[config.mk]
export PLATFORM = sky130hd
export DESIGN_NAME = fifo_packet_reader
export DESIGN_NICKNAME = d
export VERILOG_FILES = /design/src/rtl/fifo_packet_reader.sv
export SDC_FILE = /design/constraint.sdc
export NUM_CORES = 1
export LEC_CHECK = 0
export ABC_AREA = 1
export CORE_MARGIN = 3
export CORE_UTILIZATION = 44
export DETAILED_ROUTE_END_ITERATION = 12
export PLACE_DENSITY = 0.77
export SLEW_MARGIN = 20
export SYNTH_ARGS = -nofsm -noshare
export SYNTH_HDL_FRONTEND = slang
export SYNTH_SLANG_ARGS = --single-unit
[constraint.sdc]
create_clock -name clock -period 1.11 [get_ports clock]
set_input_delay 0.222 -clock clock [delete_from_list [all_inputs] [get_ports clock]]
set_output_delay 0.222 -clock clock [all_outputs]
set_load 0.1 [all_outputs]
[src/rtl/fifo_packet_reader.sv]
// Read side of a router input-port FIFO: drains one packet at a time (header, size, payload),
// requests a route for each header and forwards flits downstream on a valid/ack handshake.
module fifo_packet_reader #(
    parameter int WIDTH = 16,
    parameter int DEPTH = 4
) (
    input  logic                     clock,
    input  logic                     reset,
    input  logic [WIDTH-1:0]         fifo_head,
    input  logic [$clog2(DEPTH):0]   fifo_counter,
    output logic                     fifo_pull,
    output logic                     route_req,
    input  logic                     route_ack,
    output logic [WIDTH-1:0]         header,
    output logic [WIDTH-1:0]         data_out,
    output logic                     data_av,
    input  logic                     data_ack,
    output logic                     sending,
    output logic                     packet_done
);

    typedef enum logic [2:0] {
        S_IDLE,
        S_REQ,
        S_HDR,
        S_SIZE,
        S_PAYLOAD,
        S_END
    } state_t;

    state_t            state_q, state_d;
    logic [WIDTH-1:0]  header_q, header_d;
    logic [WIDTH-1:0]  remaining_q, remaining_d;
    logic              fifoNonEmpty;
    logic              transfer;

    assign fifoNonEmpty = (fifo_counter != '0);
    assign transfer     = data_av & data_ack;
    assign fifo_pull    = transfer;
    assign data_out     = fifo_head;
    assign header       = header_q;

    always_ff @(posedge clock) begin
        if (reset) begin
            state_q     <= S_IDLE;
            header_q    <= '0;
            remaining_q <= '0;
        end else begin
            state_q     <= state_d;
            header_q    <= header_d;
            remaining_q <= remaining_d;
        end
    end

    always_comb begin
        state_d     = state_q;
        header_d    = header_q;
        remaining_d = remaining_q;
        route_req   = 1'b0;
        sending     = 1'b0;
        data_av     = 1'b0;
        packet_done = 1'b0;

        case (state_q)
            S_IDLE: begin
                if (fifoNonEmpty) begin
                    header_d = fifo_head;
                    state_d  = S_REQ;
                end
            end
            S_REQ: begin
                route_req = 1'b1;
                if (route_ack) begin
                    state_d = S_HDR;
                end
            end
            S_HDR: begin
                sending = 1'b1;
                data_av = fifoNonEmpty;
                if (fifoNonEmpty && data_ack) begin
                    state_d = S_SIZE;
                end
            end
            S_SIZE: begin
                sending = 1'b1;
                data_av = fifoNonEmpty;
                if (fifoNonEmpty && data_ack) begin
                    remaining_d = fifo_head;
                    state_d     = (fifo_head == '0) ? S_END : S_PAYLOAD;
                end
            end
            S_PAYLOAD: begin
                sending = 1'b1;
                data_av = fifoNonEmpty;
                if (fifoNonEmpty && data_ack) begin
                    remaining_d = remaining_q - WIDTH'(1);
                    if (remaining_q == WIDTH'(1)) begin
                        state_d = S_END;
                    end
                end
            end
            S_END: begin
                packet_done = 1'b1;
                state_d     = S_IDLE;
            end
            default: begin
                state_d = S_IDLE;
            end
        endcase

        // Reset is synchronous for state, but outputs must read quiet for the whole reset window.
        if (reset) begin
            route_req   = 1'b0;
            sending     = 1'b0;
            data_av     = 1'b0;
            packet_done = 1'b0;
        end
    end

endmodule
==> metrics.md <==
| Metric | Value |
|---|---|
| Finish-stage setup viols | just over 40 |
| Antenna violations before repair | 0 |
| Hold Crit Start | fifo_head[6] |
| Max-slew violations | 0 |
| Worst Path Buf+Inv | 0 |
| First-pass GRT wire length | ~16,000 microns |
| Proportion of layout cells with a drive suffix above 1 | 0.5191 |
| Die height | 76.26 microns |
| Worst path required time | 1330 ps |
| Post-Syn Nets | 370 |
| Fin crit share | 1.552 |
| CP most frequent cell | nand2_1 |
| Largest stage delay on the critical path | 360 ps |
| Mapped Area | 2172 sq um |
| CTS buffer count | 5 |
| Global Route Usage Sum | 0.3469 |
| CTS sink count | 35 |
| Clock-pin slew on the worst setup and hold paths | around 90 ps |
| Avg Cell Area, Syn | 6.296 sq um |
| Fmax | 580.4 MHz |
| P_leak | 1.968 nW |
| Inst Count DP | approximately 500 |
| Tmin final | ~1700 ps |
| Wire per inst | 25.38 microns |
| Delay-heaviest family, CP | simple AND/OR/NAND/NOR gates |
| Antenna violation net count after detailed routing | 0 |
| CP cell instances | nor2_1 > nand2_1 > nor2_1 > nand2_1 > nand2_1 > nand2_2 > nand2_1 > nand2_1 > nor2_1 |
| Ranking of synthesized cells by area | dfxtp_1 32%, nand2_1 15%, nor2_1 11% |
| #FFs+latches synth | 35 |
| I/O pins | 60 |
| Final worst setup slack | -612.9 ps |
| I/O Buffers | 59 |
| Clock Latency Late Sink | 300 ps |
| Worst hold-check path type | primary input to flip-flop |
| Vias in the first global route | roughly 3,100 |
| Yosys top cell by area | dfxtp_1 |
| Sw Ratio | 0.5682 |
| Filler cell count | between 100 and 150 |
| Total congestion overflow | 0 |
| Layout area overhead | 98.50% |
| Clock root cell | clkbuf_8 |
| Worst path depth | 9 |
| Synth cell types | 28 |
| Worst Clk Skew | about 8.4 ps |
| TNS Setup | -15,070 ps |
| Die width | 76.26 microns |
| RSZ-0062 raised after global routing | true |
| R2R depth | 9 |
| Post-Synthesis Cells | 345 |
| Power share of the combinational group | 0.758 |
| TritonCTS clock tree | built |
| Status | finished, violations left |
| DRT iter0 DRCs | just under 700 |
| Clock share of power | 0.075 |
| Die ar. | 5816 sq um |
| Max cap viols | 0 |
| Clk buf depth | 2 |
| Core Rows | 24 |
| Slowest library cell on the worst path | dfxtp_2 |
| Initial Util | 0.4759 |
| Number of inserted diodes | 0 |
| Synth top area share | 0.3226 |
| Startpoint Class | flip-flop |
| CTS Hold Bufs | 0 |
| Final WL | 13,630 microns |
| Total Nets Final | 496 |
| Final Hold Viols | 0 |
| CTS HTree Levels | 2 |
| Synth warnings | 0 |
| Crit end category | flip-flop |
| Initial DRT Pass Iterations | 8 |
| Failing checks | setup timing |
| Worst Path Class, Setup | flip-flop to flip-flop |
| RePlAce Congestion | around 0.89 |
| Max_slew headroom | 0.7581 |
| Non-Filler Instances | 537 |
| Core ar. | around 4600 sq um |
| WHS | 402.8 ps |
| Worst Setup SP | remaining_q[8]$_SDFFE_PP0P_ |
| Hold Path Cell Cnt | 3 |
| PwrDens | 3255 nW/um^2 |
| Worst Tran Pin Value | 361.5 ps |
| Vias | 3,509 |
| Crit path max fanout | 5 |
| NetSw | 7.973 mW |
| CP Data Arrival Time | 1940 ps |
| Peak supply drop | around 0.0026 V |
| HPWL Detailed | 5497 microns |
| FF-to-FF setup slack | -610 ps |
| Drt via density | around 6.5 |
| Largest net degree at the start of global routing | 23 |
| Drt drc | 0 |
| Flop pwr share | 0.167 |
| Pint | 6.060 mW |
| Worst r2r src | remaining_q[8]$_SDFFE_PP0P_ |
| Seq/Total Area, Yosys | 0.3226 |
-- routing by layer --
metal  share of wire  vias to the layer above  wire length [microns]  track usage
met5               0                        -                      0            0
met4            0.11                        0                   1439       0.2210
met3            0.13                      178                   1707      0.07565
met2            0.45                      430                   6111       0.6116
met1            0.32                     1564                   4368       0.3730
li1                -                     1337                      -            -
-- per-stage QoR --
| step | power [mW] | instance area (sq um) | setup WS [ps] | utilization |
|---|---|---|---|---|
| after global routing | 14.29 | 4312 | -640.8 | 0.9446 |
| after global placement | 9.570 | 3573 | -470.2 | 0.7829 |
| after detailed placement | 9.762 | 3573 | -513.6 | 0.7829 |
| final | 14.03 | 4312 | -612.9 | 0.9446 |
| after floorplan | 7.149 | 2316 | -380.0 | - |
| after CTS | 11.94 | 4046 | -419.0 | 0.8865 |
-- worst register-to-register path, stage by stage, from the launching register on --
cell and delay, ps:
dfxtp_2 360, nor2_1 320, nand2_1 190, nor2_1 190, nand2_1 80, nand2_1 80
nand2_2 110, nand2_1 100, nand2_1 80, nor2_1 130
-- path summary, 6_finish.rpt --
kind / endpoint
worst max-delay path: state_q[2]$_SDFFE_PP0P_
worst min-delay path: header[6]$_SDFFE_PP0P_
worst max register to register: state_q[2]$_SDFFE_PP0P_
worst min register to register: header[11]$_SDFFE_PP0P_
-- logic make-up after synthesis --
kind of cell	count (synthesis)	share of synthesized area
AO/OA/AOI/OAI	67	0.1590
flip-flops	35	0.3226
AND/OR/NAND/NOR	180	0.3571
buffers and inverters	61	0.1498
adder cells (fa/ha/maj)	2	0.01152
-- layout by cell type, fill, tap and decap left out, drive strengths merged --
cell type / instances
clkinv: 1
o21ai: 34
ha: 2
nor3: 3
clkbuf: 7
clkinvlp: 1
a21oi: 30
o31ai: 1
inv: 36
buf: 120
nand3b: 1
nand4: 4
nor2: 63
nand2: 93
or2: 2
nand3: 15
dlygate4sd2: 20
dfxtp: 35
clkdlybuf4s50: 2
a31oi: 1
o22ai: 1
-- registers in the layout (all words and copies together), names as in the netlist --
signal and count:
state_q 3, header 16, remaining_q 16
-- layout make-up --
cell class / count / area, sq um / area share
Timing Repair inverter: 3 / 28.78 / 0.006674
Clock buffer: 7 / 86.33 / 0.02002
Inverter: 34 / 156.4 / 0.03627
Multi-Input combinational cell: 250 / 1531 / 0.3552
Tap cell: 65 / 81.33 / 0.01886
Sequential cell: 35 / 737.0 / 0.1709
Clock inverter: 1 / 5.005 / 0.001161
Timing Repair Buffer: 142 / 1685 / 0.3909
-- cells in the mapped netlist --
library cell   n
o22ai_1        1
nand2_2        5
buf_2          3
nor3_1         3
buf_1          1
a21oi_1       30
nand3_1       15
or2_2          2
buf_4         18
a31oi_1        1
dfxtp_1       35
inv_1         31
nand4_1        2
nand3b_1       1
nand4_4        1
o21ai_0       27
ha_1           2
nor2_8         1
nor2_1        61
o31ai_2        1
nand2_4        2
inv_2          2
buf_6          3
nor2_2         1
nand2_1       86
clkbuf_1       2
o21ai_1        7
inv_4          1
-- power groups by stage --
stage	clock network (mW)	logic, mW	registers, mW
6_report	1.05	10.6	2.35
5_1_grt	1.08	10.9	2.33
4_1_cts	0.969	8.79	2.18
3_5_place_dp	0	7.58	2.19
3_3_place_gp	0	7.41	2.16
2_1_floorplan	0	3.38	3.77
-- timing repair --
action	CTS	global route
pin swaps	17	20
gates resized for setup	102	56
hold endpoints to repair	0	0
buffers inserted	18	8
gates cloned	4	0
endpoints found under the setup margin	56	40
Power figures use the tool's default switching activity.
